File: src/rtl/forwarding_scoreboard_pkg.sv
// Shared types and select codes for the forwarding scoreboard.
// Tag rd fields are zero-extended to TagRdW, so REG_ADDR_W must not exceed TagRdW.
package forwarding_scoreboard_pkg;

  localparam int unsigned TagRdW = 8;
  localparam int unsigned TagW   = TagRdW + 2;

  // Wide constants; users truncate them to their own select width.
  localparam logic [7:0] SEL_RF     = 8'h00;
  localparam logic [7:0] SEL_PC_IMM = 8'hFF;

  typedef struct packed {
    logic              valid;
    logic              is_load;
    logic [TagRdW-1:0] rd;
  } fwd_tag_t;

endpackage

File: src/rtl/forwarding_scoreboard_fwd_match_prio.sv
// Priority match of one decode source against the downstream stage tags; the
// nearest (lowest-index) matching stage wins the select code.
module fwd_match_prio
  import forwarding_scoreboard_pkg::*;
#(
  parameter int unsigned FWD_STAGES = 2,
  parameter int unsigned REG_ADDR_W = 5,
  localparam int unsigned SEL_W     = $clog2(FWD_STAGES + 2)
) (
  input  logic [FWD_STAGES-1:0]        valid_i,
  input  logic [FWD_STAGES*TagRdW-1:0] rd_i,
  input  logic                         load0_i,
  input  logic [REG_ADDR_W-1:0]        src_i,
  input  logic                         use_i,
  input  logic                         override_i,
  output logic [SEL_W-1:0]             sel_o,
  output logic                         any_hit_o,
  output logic                         load_hit_o
);

  logic [TagRdW-1:0]     src_ext;
  logic [FWD_STAGES-1:0] hit;
  logic                  found;

  assign src_ext = TagRdW'(src_i);

  // Register 0 never matches, so rd=0 tags are inert.
  for (genvar g = 0; g < FWD_STAGES; g++) begin : g_hit
    assign hit[g] = valid_i[g] && (rd_i[g*TagRdW +: TagRdW] == src_ext) && (src_ext != '0);
  end

  always_comb begin
    sel_o = SEL_RF[SEL_W-1:0];
    found = 1'b0;
    for (int unsigned k = 0; k < FWD_STAGES; k++) begin
      if (hit[k] && !found) begin
        sel_o = SEL_W'(FWD_STAGES - k);
        found = 1'b1;
      end
    end
    if (override_i) sel_o = SEL_PC_IMM[SEL_W-1:0];
  end

  assign any_hit_o  = use_i && !override_i && (|hit);
  assign load_hit_o = use_i && !override_i && hit[0] && load0_i;

endmodule

File: src/rtl/forwarding_scoreboard.sv
// Operand-forwarding scoreboard: tracks rd tags of downstream stages, selects
// operand sources and detects hazards. GR5_FORWARDING_EN enables forwarding;
// without it every hazard against an in-flight write stalls decode.
module forwarding_scoreboard
  import forwarding_scoreboard_pkg::*;
#(
  parameter int unsigned FWD_STAGES = 2,
  parameter int unsigned REG_ADDR_W = 5,
  localparam int unsigned SEL_W     = $clog2(FWD_STAGES + 2)
) (
  input  logic                  clk,
  input  logic                  rst,
  input  logic [REG_ADDR_W-1:0] id_rs1,
  input  logic [REG_ADDR_W-1:0] id_rs2,
  input  logic                  id_use_rs1,
  input  logic                  id_use_rs2,
  input  logic                  id_pc_operation,
  input  logic                  id_immediate,
  input  logic                  id_valid,
  input  logic                  id_reg_write,
  input  logic                  id_is_load,
  input  logic [REG_ADDR_W-1:0] id_rd,
  input  logic                  advance,
  input  logic                  flush,
  output logic [SEL_W-1:0]      op_rs1,
  output logic [SEL_W-1:0]      op_rs2,
  output logic                  stall,
  output logic [31:0]           stall_count
);

  fwd_tag_t [FWD_STAGES-1:0] tags_q, tags_d;
  logic [31:0]               stall_count_q, stall_count_d;

  logic [FWD_STAGES-1:0]        tag_valid;
  logic [FWD_STAGES*TagRdW-1:0] tag_rd;

  for (genvar g = 0; g < FWD_STAGES; g++) begin : g_flat
    assign tag_valid[g]                 = tags_q[g].valid;
    assign tag_rd[g*TagRdW +: TagRdW]   = tags_q[g].rd;
  end

  logic [SEL_W-1:0] sel_rs1, sel_rs2;
  logic             any_hit_rs1, any_hit_rs2, load_hit_rs1, load_hit_rs2;

  fwd_match_prio #(
    .FWD_STAGES (FWD_STAGES),
    .REG_ADDR_W (REG_ADDR_W)
  ) u_match_rs1 (
    .valid_i    (tag_valid),
    .rd_i       (tag_rd),
    .load0_i    (tags_q[0].is_load),
    .src_i      (id_rs1),
    .use_i      (id_use_rs1),
    .override_i (id_pc_operation),
    .sel_o      (sel_rs1),
    .any_hit_o  (any_hit_rs1),
    .load_hit_o (load_hit_rs1)
  );

  fwd_match_prio #(
    .FWD_STAGES (FWD_STAGES),
    .REG_ADDR_W (REG_ADDR_W)
  ) u_match_rs2 (
    .valid_i    (tag_valid),
    .rd_i       (tag_rd),
    .load0_i    (tags_q[0].is_load),
    .src_i      (id_rs2),
    .use_i      (id_use_rs2),
    .override_i (id_immediate),
    .sel_o      (sel_rs2),
    .any_hit_o  (any_hit_rs2),
    .load_hit_o (load_hit_rs2)
  );

`ifdef GR5_FORWARDING_EN
  // Only a load one stage ahead cannot be forwarded in time.
  assign op_rs1 = sel_rs1;
  assign op_rs2 = sel_rs2;
  assign stall  = id_valid && (load_hit_rs1 || load_hit_rs2);

  logic unused_any_hit;
  assign unused_any_hit = any_hit_rs1 ^ any_hit_rs2;
`else
  assign op_rs1 = id_pc_operation ? SEL_PC_IMM[SEL_W-1:0] : SEL_RF[SEL_W-1:0];
  assign op_rs2 = id_immediate    ? SEL_PC_IMM[SEL_W-1:0] : SEL_RF[SEL_W-1:0];
  assign stall  = id_valid && (any_hit_rs1 || any_hit_rs2);

  logic unused_fwd;
  assign unused_fwd = ^{sel_rs1, sel_rs2, load_hit_rs1, load_hit_rs2};
`endif

  logic unused_last_load;
  assign unused_last_load = tags_q[FWD_STAGES-1].is_load;

  always_comb begin
    tags_d        = tags_q;
    stall_count_d = stall_count_q;
    if (advance) begin
      for (int unsigned k = 1; k < FWD_STAGES; k++) tags_d[k] = tags_q[k-1];
      tags_d[0].valid   = id_valid && id_reg_write && (id_rd != '0) && !stall && !flush;
      tags_d[0].is_load = id_is_load;
      tags_d[0].rd      = TagRdW'(id_rd);
    end
    if (flush) tags_d[0].valid = 1'b0;
    if (stall && advance && (stall_count_q != 32'hFFFF_FFFF)) begin
      stall_count_d = stall_count_q + 32'd1;
    end
  end

  always_ff @(posedge clk) begin
    if (rst) begin
      tags_q        <= '0;
      stall_count_q <= '0;
    end else begin
      tags_q        <= tags_d;
      stall_count_q <= stall_count_d;
    end
  end

  assign stall_count = stall_count_q;

endmodule

File: config.mk
export PLATFORM = sky130hd
export DESIGN_NAME = forwarding_scoreboard
export DESIGN_NICKNAME = d
export VERILOG_FILES = /design/src/rtl/forwarding_scoreboard_pkg.sv /design/src/rtl/forwarding_scoreboard_fwd_match_prio.sv /design/src/rtl/forwarding_scoreboard.sv
export SDC_FILE = /design/constraint.sdc
export NUM_CORES = 1
export LEC_CHECK = 0
export CAP_MARGIN = 25
export CORE_UTILIZATION = 45
export DETAILED_ROUTE_END_ITERATION = 8
export GPL_TIMING_DRIVEN = 1
export PLACE_DENSITY = 0.74
export SETUP_SLACK_MARGIN = 0.2
export SLEW_MARGIN = 20
export SYNTH_ARGS = -nofsm -noshare
export SYNTH_HDL_FRONTEND = slang
export SYNTH_SLANG_ARGS = --single-unit
File: constraint.sdc
create_clock -name clk -period 6.12 [get_ports clk]
set_clock_uncertainty 0.2 [all_clocks]
set_input_delay 0.918 -clock clk [delete_from_list [all_inputs] [get_ports clk]]
set_output_delay 0.918 -clock clk [all_outputs]
set_load 0.1 [all_outputs]
# Yosys cells after proc, flatten, opt, wreduce, memory -nomap -nowiden
# Index checks and enable logic that the tools add are counted.
# op_classes
n_addsub	1
n_eq_ne	5
reduce_logical	30
mux	2
# op_table
cell	n
adder 32 x 1 -> 32 bit, second input constant	1
inequality test 32 bit, second input constant	1
== test 5 bit	4
logical AND 1 bit	19
nonzero test 8 bit	2
OR reduction 2 bit	3
nonzero test 5 bit	1
logical NOT 1 bit	4
two-way mux 2 bit	2
logical OR 1 bit	1
# totals
inputBits	26
wordCells	43
output_inout_bits	37
register_bits	44

# Longest topological paths before layout
# Gate-level depths: netlist of the first run.
# logic_depth
ltp_word	10
depth_mapped	8
mapped_depth_nobuf	7

# Cells and area by module
# A second synthesis of the first run with hierarchy kept.
# hier_totals
cells_unflattened	314
area_unflattened_um2	2760.1
# by_module_without_submodules
mod	seq_area_each_um2	cells_per_inst	area_each_um2	n_inst
forwarding_scoreboard	900.9	260	2367.3	1
fwd_match_prio	0.0	27	196.4	2

# Worst setup path before layout of the first run
# No wires, ideal clock.
# synth_timing
path_type	in2out
start	input port id_rs1[0]
end	output port stall
n_path_buf	2
slack_ns	1.858
required_ns	5.002
cell_stages	7
t_arrival_ns	3.144
cell_sequence	xnor2_1 nand4_1 o22ai_1 a22oi_4 clkbuf_4 buf_6 nor2b_1
# synth_between
elab_chain_cells	7
elab_cells_between_ends	11
classes_between	eq/ne: 2; reduce/logical: 9
# synth_lines
item	line	source
from (decl)	forwarding_scoreboard.sv:13	input logic [REG_ADDR_W-1:0] id_rs1,
== test 5 bit	forwarding_scoreboard_fwd_match_prio.sv:29	assign hit[g] = valid_i[g] && (rd_i[g*TagRdW +: TagRdW] == src_ext) && (src_ext != '0);
logical AND 1 bit (2 in a row)	forwarding_scoreboard_fwd_match_prio.sv:29	
OR reduction 2 bit *	forwarding_scoreboard_fwd_match_prio.sv:44	assign any_hit_o = use_i && !override_i && (|hit);
logical AND 1 bit *	forwarding_scoreboard_fwd_match_prio.sv:44	
logical OR 1 bit *	forwarding_scoreboard.sv:86	assign stall = id_valid && (any_hit_rs1 || any_hit_rs2);
logical AND 1 bit *	forwarding_scoreboard.sv:86	
to (decl)	forwarding_scoreboard.sv:27	output logic stall,
# Every way passes the cells marked *; elsewhere a longest branch is shown, timed or not.

# Final worst setup path of the first run
# Same ends and word-level chain as after synthesis.

==> summary.md, run 1 <==
| Metric | Value |
|---|---|
| # H-tree levels | `2` |
| Cell area after layout | `approximately 3200 µm²` |
| Clock root buffer | `sky130_fd_sc_hd__clkbuf_8` |
| Count of standard-cell rows | `26` |
| Global-route congestion overflow total | `0` |
| Gate count of the mapped netlist | `298` |
| CP dominant cell by count | `sky130_fd_sc_hd__clkdlybuf4s50_1` |
| Clock network latency to the later pin of the worst-skew pair | `approximately 0.3 ns` |
| Crit start category | `input port` |
| Per-cell via count in the routed design | `5.62` |
| Synth warn | `0` |
| Share of layout cells above drive strength 1 | `approximately 8.6%` |
| Initial antenna violation count | `0` |
| Via count of the first global-routing pass | `around 2100` |
| Global-route wire length before repair | `between 9000 and 10000 µm` |
| Leakage power summed over all cells | `just over 1 nW` |
| Number of clock sinks | `44` |
| Count of buffers from port buffering | `61` |
| Combinational family with the most area after synthesis | `simple AND/OR/NAND/NOR gates` |
| Top-Level Pins | `63` |
| Number of buffers on the longest clock path | `2` |
| Via Count | `between 2000 and 2500` |
| Synthesized-area fraction occupied by ao, oa, aoi and oai cells | `about an eighth` |
| Kind of critical path | `in2out` |
| Max-capacitance violation count | `0` |
| Worst Path Max Fanout | `3` |
| Number of post-CTS setup repair buffers | `0` |
| Placed Area | `approximately 3100 µm²` |
| Met2 wire length | `between 2000 and 3000 µm` |
| Critical path endpoint category | `output pin` |
| Asr flop ratio synth | `0%` |
| Max-slew headroom | `between 30% and 40%` |
| Antenna violation net count after detailed routing | `0` |
| Mux share of post-synthesis cell area | `~6.6%` |
| Number of distinct library cells after synthesis | `45` |
| Netlist Area Pre-Place | `around 2500 µm²` |
| PostCTS Resize Cnt | `0` |
| Core area | `~5300 µm²` |
| Total clock buffers created by CTS | `5` |
| Final number of max-transition violations | `0` |
| Number of failing hold endpoints at the final stage | `0` |
| Data arrival time of the critical path | `~3.4 ns` |
| Synth Register Bits | `between 40 and 50` |
| Area Overhead vs Synth | `25.9%` |
| Fin crit share | `~74%` |
| Unrepaired setup endpoints after global routing | `no` |
| Kind of cell with the highest combined delay on the critical path | `buffers and inverters` |
| Post-Syn Nets | `about 330` |
| Global placement routability congestion | `0.849` |
| Peak supply drop | `0.108 mV` |
| Slowest Stage Delay on Critical Path | `between 1 and 1.5 ns` |
| Final min period | `roughly 4.5 ns` |
| Highest Clock Rate | `around 220 MHz` |
| Fillers | `476` |
| Status | `completed` |
| PwrDens | `182 nW/µm²` |
| Ordered list of cells on the worst path | `clkdlybuf4s50_1 -> xnor2_1 -> nand4_1 -> o22ai_1 -> a22oi_4 -> nor2b_1 -> clkdlybuf4s50_1` |
| Fin Setup TNS | `0 ns` |
| Top Layer Used | `met4` |
| Detailed placer's ending HPWL | `between 3000 and 4000 µm` |
| First-pass iteration count of the detailed router | `4` |
| Buffer and inverter count on the worst path | `2` |
| Seq/Total Area, Yosys | `34.8%` |
| CTS Hold Bufs | `0` |
| First-iteration detailed-routing DRC count | `163` |
| M1 WL | `2640 µm` |
| Total routing usage reported by global routing | `between 10% and 20%` |
| CTS tree | `done` |
| Setup Viol. Count Final | `0` |
| Die Width | `77.0 µm` |
| Die area | `~6000 µm²` |
| Adder-cell share of the synthesized area | `less than 1%` |
| Share of synthesized cell area in and, or, nand and nor gates | `a little under a third` |
| Total wire length | `roughly 5700 µm` |
| Worst-Margin Slew | `1.00 ns` |
| Final Net Count | `between 300 and 400` |
| Post-Synth XOR/XNOR Area | `under 10%` |
| Slowest cell on the critical path | `sky130_fd_sc_hd__clkdlybuf4s50_1` |
| Clock transition at the register clock pins on the worst setup and hold paths after CTS | `about 0.080 ns` |
| Remaining design rule violation count | `0` |
| Kind of path behind the tightest hold check | `reg2reg` |
| Overall die height | `between 70 and 80 µm` |
| Average wire length per cell after detail routing | `approximately 14 µm` |
| Initial Utilization | `48.1%` |
| Most common cell after layout, fill and taps aside | `sky130_fd_sc_hd__clkdlybuf4s50_1` |
| Met3 WL post-DR | `approximately 250 µm` |
| Data required time of the critical path | `5.00 ns` |
| Number of enable-type register cells in the synthesized netlist | `0` |
| Commonest cells after routing, fill and taps aside | `sky130_fd_sc_hd__clkdlybuf4s50_1 (61), sky130_fd_sc_hd__dfxtp_1 (44), sky130_fd_sc_hd__nand4_1 (26), sky130_fd_sc_hd__a21oi_1 (26), sky130_fd_sc_hd__o21ai_0 (25)` |
| Maximum number of pins on one net before global-route repair | `61` |
| Antenna diode count | `0` |
| Post-synth top flop | `sky130_fd_sc_hd__dfxtp_1` |
| Post-synthesis area per instance | `~8.5 µm²` |
-- tightest hold or removal path, stage by stage (launching register included) --
cell	delay, ns
sky130_fd_sc_hd__dfxtp_1	0.33
sky130_fd_sc_hd__o21ai_0	0.07
sky130_fd_sc_hd__a21oi_1	0.06
-- stage by stage --
| step | cells | util, % | setup WS (ns) | power (W) | hold WS, ns |
|---|---|---|---|---|---|
| 2_1_floorplan | 298 | - | 1.86 | 0.000340 | 0.277 |
| 3_3_place_gp | 409 | 58.5 | 1.62 | 0.000362 | 0.279 |
| 3_5_place_dp | 409 | 58.5 | 1.62 | 0.000364 | 0.296 |
| 4_1_cts | 417 | 60.5 | 1.61 | 0.000582 | 0.308 |
| 5_1_grt | 417 | 60.5 | 1.48 | 0.000602 | 0.330 |
| 6_report | 417 | 60.5 | 1.60 | 0.000579 | 0.304 |
-- flip-flops by register name (all words and copies together) (netlist names) --
name and flops:
stall_count 32, tag_rd 10, tag_valid 2
-- synth_stat cells (2+ instances only) --
library cell | number | area share (%)
sky130_fd_sc_hd__dfxtp_1 | 44 | 35
sky130_fd_sc_hd__a21oi_1 | 26 | 5.1
sky130_fd_sc_hd__nand4_1 | 26 | 6.4
sky130_fd_sc_hd__o21ai_0 | 25 | 4.9
sky130_fd_sc_hd__nor2_1 | 22 | 3.3
sky130_fd_sc_hd__or3_1 | 22 | 5.4
sky130_fd_sc_hd__xnor2_1 | 20 | 6.9
sky130_fd_sc_hd__mux2i_1 | 11 | 4.3
sky130_fd_sc_hd__nand2_1 | 10 | 1.5
sky130_fd_sc_hd__and3_1 | 7 | 1.7
sky130_fd_sc_hd__nand3_1 | 7 | 1.4
sky130_fd_sc_hd__nor2b_1 | 7 | 1.7
sky130_fd_sc_hd__buf_4 | 6 | 1.8
sky130_fd_sc_hd__clkbuf_1 | 5 | 0.74
sky130_fd_sc_hd__mux2_2 | 5 | 2.2
sky130_fd_sc_hd__and3_2 | 4 | 1.2
sky130_fd_sc_hd__nor3_1 | 4 | 0.79
sky130_fd_sc_hd__or4_1 | 4 | 1.2
sky130_fd_sc_hd__and2_1 | 3 | 0.74
sky130_fd_sc_hd__and4_2 | 3 | 1.2
sky130_fd_sc_hd__buf_6 | 3 | 1.3
sky130_fd_sc_hd__clkbuf_8 | 3 | 1.6
sky130_fd_sc_hd__nor4_1 | 3 | 0.74
sky130_fd_sc_hd__and2_4 | 2 | 0.69
sky130_fd_sc_hd__buf_2 | 2 | 0.40
sky130_fd_sc_hd__nand4b_1 | 2 | 0.69
sky130_fd_sc_hd__nor3b_1 | 2 | 0.59
sky130_fd_sc_hd__o22ai_1 | 2 | 0.49
sky130_fd_sc_hd__or3_2 | 2 | 0.59
-- logic make-up after synthesis --
logic type	count (synthesis)
DFF	44
xor gates and xnor gates	20
adders and majority gates	1
muxes	16
AOI/OAI and AO/OA	59
buffers and inverters	23
and+or+nand+nor	135
-- cell type report --
cell class              count  area, µm²  share of cell area [%]
multi-input cells         231       1480                    46.5
flip-flops and latches     44        881                    27.6
repair buffers             63        626                    19.6
well taps                  70       87.6                    2.75
clock buffers               6       72.6                    2.28
clock inverters             2       35.0                    1.10
inverters                   1       3.75                   0.118
-- routing by layer --
| metal | up-vias | track usage (%) |
|---|---|---|
| met3 | 7 | 4.52 |
| li1 | 1191 | - |
| met1 | 1091 | 24.9 |
| met4 | 0 | 6.60 |
| met5 | - | 0 |
| met2 | 53 | 32.9 |
-- final timing paths --
kind / cells past startpoint / endpoint / from / slack [ns]
setup / recovery: 7 / stall / id_rs1[0] / 1.60
hold / removal: 2 / stall_count[10] / stall_count[10] / 0.30
setup reg to reg: 7 / stall_count[6] / stall_count[0] / 3.22
hold reg to reg: 2 / stall_count[10] / stall_count[10] / 0.30
-- power by group --
| group | internal, W | switching (W) |
|---|---|---|
| registers | 0.000289 | 0.00000424 |
| clock network | 0.000121 | 0.000101 |
| logic | 0.0000301 | 0.0000334 |
| total | 0.000441 | 0.000139 |
Power figures use the tool's default switching activity.
==> run 2, diff against run 1 <==
clock period = 4.7 ns   (was 6.12 ns; I/O delays follow)
==> summary.md, run 2 (synthesis gave the netlist of run 1 again) <==
| Metric | Value |
|---|---|
| Status | `completed` |
| Power, Total | `0.000752 W` |
| Worst-case hold slack | `slightly below 0.3 ns` |
| PostCTS Resize Cnt | `0` |
| Setup slack on the worst flop-to-flop path | `roughly 1.8 ns` |
| Fin Setup TNS | `0 ns` |
| Initial antenna violation count | `0` |
| Max-slew headroom | `a little over a third` |
| Via count of the first global-routing pass | `2025` |
| Final Net Count | `approximately 370` |
| Filler-free cell count of the finished design | `between 400 and 500` |
| Cells on Worst Hold Path | `2` |
| Average wire length per cell after detail routing | `about 13 µm` |
| CTS Hold Bufs | `0` |
| Share of layout cells above drive strength 1 | `under 10%` |
| Setup Viol. Count Final | `0` |
| Start of the worst register-to-register path | `stall_count[0]` |
| Per-cell via count in the routed design | `5.60` |
| Data required time of the critical path | `between 3 and 4 ns` |
| Maximum number of pins on one net before global-route repair | `between 60 and 70` |
| First-iteration detailed-routing DRC count | `between 100 and 150` |
| Die Width | `approximately 77 µm` |
| Highest Clock Rate | `299 MHz` |
| Kind of cell with the highest combined delay on the critical path | `simple AND/OR/NAND/NOR gates` |
| Final worst setup slack | `around 1.4 ns` |
| Capture instance of the worst register-to-register path | `stall_count[3]` |
| Slowest Stage Delay on Critical Path | `0.57 ns` |
| Final min period | `between 3 and 4 ns` |
| Ordered list of cells on the worst path | `clkdlybuf4s50_1 -> or4_1 -> nor2_1 -> nor3b_1 -> a22oi_4 -> nor2b_1 -> buf_4` |
| Clock transition at the register clock pins on the worst setup and hold paths after CTS | `0.08 ns` |
| Detailed placer's ending HPWL | `approximately 4000 µm` |
| Number of clock sinks | `44` |
| Total wire length | `roughly 5600 µm` |
| Hold path start | `stall_count[10]` |
| Critical path endpoint category | `output pin` |
| Worst-Margin Slew | `0.971 ns` |
| Remaining design rule violation count | `0` |
| Overall die height | `77.0 µm` |
| Antenna violation net count after detailed routing | `0` |
| Die area | `~5900 µm²` |
| Slowest cell on the critical path | `sky130_fd_sc_hd__or4_1` |
| Max-capacitance violation count | `0` |
| Fin crit share | `between 70% and 80%` |
| Worst Path Max Fanout | `3` |
| CTS tree | `done` |
| Top-Level Pins | `between 60 and 70` |
| Global-route wire length before repair | `9410 µm` |
| First-pass iteration count of the detailed router | `4` |
| Leakage power summed over all cells | `between 1 and 1.5 nW` |
| Initial Utilization | `between 40% and 50%` |
| Via Count | `~2300` |
| # H-tree levels | `2` |
| Kind of critical path | `in2out` |
| Global placement routability congestion | `approximately 0.87` |
| Data arrival time of the critical path | `approximately 2.4 ns` |
| Number of placed instances with taps included | `about 400` |
| Buffer and inverter count on the worst path | `2` |
| Number of failing hold endpoints at the final stage | `0` |
| Crit start category | `input port` |
| Kind of path behind the tightest hold check | `reg2reg` |
| Total routing usage reported by global routing | `approximately a fifth` |
| Core area | `5270 µm²` |
| Worst reg2reg path depth | `7` |
| Count of standard-cell rows | `26` |
| Number of post-CTS setup repair buffers | `0` |
| Clock root buffer | `sky130_fd_sc_hd__clkbuf_8` |
| Most common cell after layout, fill and taps aside | `sky130_fd_sc_hd__clkdlybuf4s50_1` |
| Total clock buffers created by CTS | `5` |
| Area Overhead vs Synth | `26.1%` |
| Global-route congestion overflow total | `0` |
| PwrDens | `roughly 240 nW/µm²` |
| Antenna diode count | `0` |
| Number of buffers on the longest clock path | `2` |
| Unrepaired setup endpoints after global routing | `no` |
| Peak supply drop | `between 0.15 and 0.2 mV` |
| Count of buffers from port buffering | `61` |
| Clock network latency to the later pin of the worst-skew pair | `roughly 0.30 ns` |
| Hold EP | `stall_count[10]` |
| Pre-CTS setup slack | `1.24 ns` |
| Final number of max-transition violations | `0` |
| Commonest cells after routing, fill and taps aside | `sky130_fd_sc_hd__clkdlybuf4s50_1 (60), sky130_fd_sc_hd__dfxtp_1 (44), sky130_fd_sc_hd__nand4_1 (26), sky130_fd_sc_hd__a21oi_1 (26), sky130_fd_sc_hd__o21ai_0 (25)` |
| Flip-flop count of the largest register after layout | `32` |
[run 2: power breakdown]
group	total (W)	internal (W)	switching [W]	leakage [nW]
Sequential	0.000382	0.000377	0.00000549	0.356
Combinational	0.0000826	0.0000397	0.0000429	0.635
Clock	0.000288	0.000158	0.000130	0.0552
[run 2: worst reg2reg max path: stages, from the launching register on]
cell and delay (ns):
sky130_fd_sc_hd__dfxtp_1 0.41, sky130_fd_sc_hd__ha_1 0.19, sky130_fd_sc_hd__nand2_1 0.13, sky130_fd_sc_hd__nor4_1 0.42, sky130_fd_sc_hd__nand4_2 0.60, sky130_fd_sc_hd__nand2_1 0.46, sky130_fd_sc_hd__nor3_1 0.11, sky130_fd_sc_hd__mux2_2 0.29
[run 2: how the worst max path moves through the flow]
stage                         start        endpoint  slack (ns)  cells past startpoint
after global routing      id_rs1[1]           stall        1.28                      7
final                     id_rs1[1]           stall        1.35                      7
after global placement      advance  stall_count[4]        1.24                      5
after detailed placement    advance  stall_count[5]        1.24                      5
after CTS                 id_rs1[1]           stall        1.36                      7
after floorplan           id_rs1[0]           stall        0.86                      7
[run 2: stage by stage]
step | cell area (µm²) | util [%]
finish | 3190 | 60.6
global route | 3190 | 60.6
global placement | 3090 | 58.6
floorplan | 2530 | -
CTS | 3190 | 60.6
detailed placement | 3090 | 58.6
[run 2: layout make-up]
cell class	count	area, µm²
Tap cell	70	87.6
Multi-Input combinational cell	231	1480
Clock buffer	6	72.6
Inverter	1	3.75
Timing Repair Buffer	64	631
Fill cell	490	2080
Sequential cell	44	881
Clock inverter	2	35.0
[run 2: metal layers]
layer | routed length [µm] | up-vias | track usage (%) | share of wire, %
met1 | 2650 | 1088 | 25.5 | 47
met2 | 2720 | 53 | 32.9 | 49
met5 | 0 | - | 0 | 0
met3 | 195 | 4 | 4.05 | 3.5
li1 | - | 1194 | - | -
met4 | 36 | 0 | 5.28 | 0.64
==> run 3, diff against run 2 <==
clock period = 3.5 ns   (was 4.7 ns; I/O delays follow)
==> summary.md, run 3 (synthesis gave the netlist of run 1 again) <==
| Metric | Value |
|---|---|
| Status | `completed` |
| Final number of max-transition violations | `0` |
| First-pass iteration count of the detailed router | `4` |
| Core area | `about 5300 µm²` |
| Die area | `about 6000 µm²` |
| Share of layout cells above drive strength 1 | `15.5%` |
| Highest Clock Rate | `between 300 and 400 MHz` |
| Data arrival time of the critical path | `~2.3 ns` |
| Count of standard-cell rows | `26` |
| Multi-input logic area | `1490 µm²` |
| PwrDens | `~360 nW/µm²` |
| Global placement routability congestion | `between 0.8 and 0.9` |
| Total routing usage reported by global routing | `a little over a fifth` |
| Peak supply drop | `between 0.15 and 0.2 mV` |
| Capture instance of the worst register-to-register path | `stall_count[4]` |
| Flip-flop count of the largest register after layout | `32` |
| Average wire length per cell after detail routing | `roughly 14 µm` |
| Number of clock sinks | `44` |
| Max-capacitance violation count | `0` |
| PostCTS Resize Cnt | `0` |
| Global-route wire length before repair | `roughly 10000 µm` |
| Top-Level Pins | `63` |
| Clock root buffer | `sky130_fd_sc_hd__clkbuf_8` |
| Worst Path Max Fanout | `3` |
| Switching part of the total power | `between 20% and 30%` |
| Count of buffers from port buffering | `61` |
| Hold EP | `stall_count[10]` |
| Clock network latency to the later pin of the worst-skew pair | `approximately 0.30 ns` |
| Via count of the first global-routing pass | `2244` |
| Fin Setup TNS | `0 ns` |
| Initial antenna violation count | `0` |
| Reg power frac | `44.0%` |
| Number of failing hold endpoints at the final stage | `0` |
| Setup slack on the worst flop-to-flop path | `1.16 ns` |
| Storage cell area | `881 µm²` |
| Die Width | `around 77 µm` |
| Unrepaired setup endpoints after global routing | `no` |
| Hold path start | `stall_count[10]` |
| Switching pwr | `about 0.00025 W` |
| Cells on Worst Hold Path | `2` |
| Initial Utilization | `around 48%` |
| Antenna violation net count after detailed routing | `0` |
| Post-layout utilization of the core | `61.3%` |
| Data required time of the critical path | `about 2.8 ns` |
| Most common cell after layout, fill and taps aside | `sky130_fd_sc_hd__dfxtp_1` |
| Final worst setup slack | `roughly 0.5 ns` |
| # H-tree levels | `2` |
| Area Overhead vs Synth | `27.6%` |
| Worst reg2reg path depth | `7` |
| CTS tree | `done` |
| Kind of critical path | `in2out` |
| Worst-case hold slack | `around 0.3 ns` |
| Maximum number of pins on one net before global-route repair | `just over 60` |
| Worst-Margin Slew | `slightly below 1 ns` |
| Fin crit share | `a little under nine tenths` |
| Antenna diode count | `0` |
| Share of total power in the clock network | `between 40 and 50%` |
| Overall die height | `slightly below 80 µm` |
| Critical path endpoint category | `output pin` |
| Clock transition at the register clock pins on the worst setup and hold paths after CTS | `around 0.09 ns` |
| Per-cell via count in the routed design | `about 5.7` |
| Final min period | `approximately 3 ns` |
| Fillers | `491` |
| Total clock buffers created by CTS | `5` |
| Total wire length | `slightly above 6000 µm` |
| Max-slew headroom | `between 30% and 40%` |
| First-iteration detailed-routing DRC count | `120` |
| Remaining design rule violation count | `0` |
| Commonest cells after routing, fill and taps aside | `sky130_fd_sc_hd__dfxtp_1 (44), sky130_fd_sc_hd__clkdlybuf4s50_1 (41), sky130_fd_sc_hd__nand4_1 (26), sky130_fd_sc_hd__a21oi_1 (26), sky130_fd_sc_hd__o21ai_0 (25)` |
| Power share of the combinational group | `under 10%` |
| Final Net Count | `approximately 380` |
| Start of the worst register-to-register path | `tag_rd[9]` |
| Via Count | `about 2400` |
| Global-route congestion overflow total | `0` |
| Crit start category | `input port` |
| Kind of path behind the tightest hold check | `reg2reg` |
| Setup Viol. Count Final | `0` |
| Number of post-CTS setup repair buffers | `0` |
| Leakage power summed over all cells | `1.12 nW` |
| Detailed placer's ending HPWL | `about 4200 µm` |
| CTS Hold Bufs | `0` |
| Pre-CTS setup slack | `0.466 ns` |
| Internal power of the cells | `0.000915 W` |
| Number of buffers on the longest clock path | `2` |
run 3: power groups by stage:
stage / combinational [W] / sequential (W) / clock [W]
floorplan: 0.0000719 / 0.000523 / 0
global placement: 0.000109 / 0.000524 / 0
detailed placement: 0.000111 / 0.000525 / 0
CTS: 0.000112 / 0.000513 / 0.000548
global route: 0.000119 / 0.000514 / 0.000572
finish: 0.000111 / 0.000513 / 0.000541
run 3: worst max-delay path by stage:
stage                    from               to  slack, ns
6_report            id_rs1[1]            stall       0.51
5_1_grt             id_rs1[1]            stall       0.41
4_1_cts             id_rs1[1]            stall       0.51
3_5_place_dp        id_rs1[1]   stall_count[4]       0.47
3_3_place_gp        id_rs1[1]   stall_count[4]       0.50
2_1_floorplan  stall_count[0]  stall_count[26]       0.54
run 3: cell type report:
type                       instances  area share [%]
multi-input combinational        231            46.0
clock buffer                       5            2.13
tap                               70            2.71
inverter                           1           0.116
clock inverter                     3            2.79
timing repair buffer              65            19.0
sequential                        44            27.2
run 3: worst max-delay path, cell delays in order:
cell                              delay (ns)
sky130_fd_sc_hd__clkdlybuf4s50_1        0.49
sky130_fd_sc_hd__or4_1                  0.54
sky130_fd_sc_hd__nor2_1                 0.12
sky130_fd_sc_hd__nor3b_1                0.08
sky130_fd_sc_hd__a22oi_4                0.25
sky130_fd_sc_hd__nor2b_2                0.09
sky130_fd_sc_hd__buf_12                 0.17
run 3: metal layers:
layer	track usage [%]	share of wire [%]
met5	0	0
met4	6.60	1.2
met3	4.76	5.2
met2	36.1	47
met1	26.6	46
run 3: through the flow:
| stage | std cells | total power [W] | cell area [µm²] |
|---|---|---|---|
| after global placement | 411 | 0.000634 | 3070 |
| after global routing | 419 | 0.00120 | 3230 |
| final | 419 | 0.00116 | 3230 |
| after CTS | 419 | 0.00117 | 3230 |
| after floorplan | 298 | 0.000595 | 2540 |
| after detailed placement | 411 | 0.000636 | 3070 |
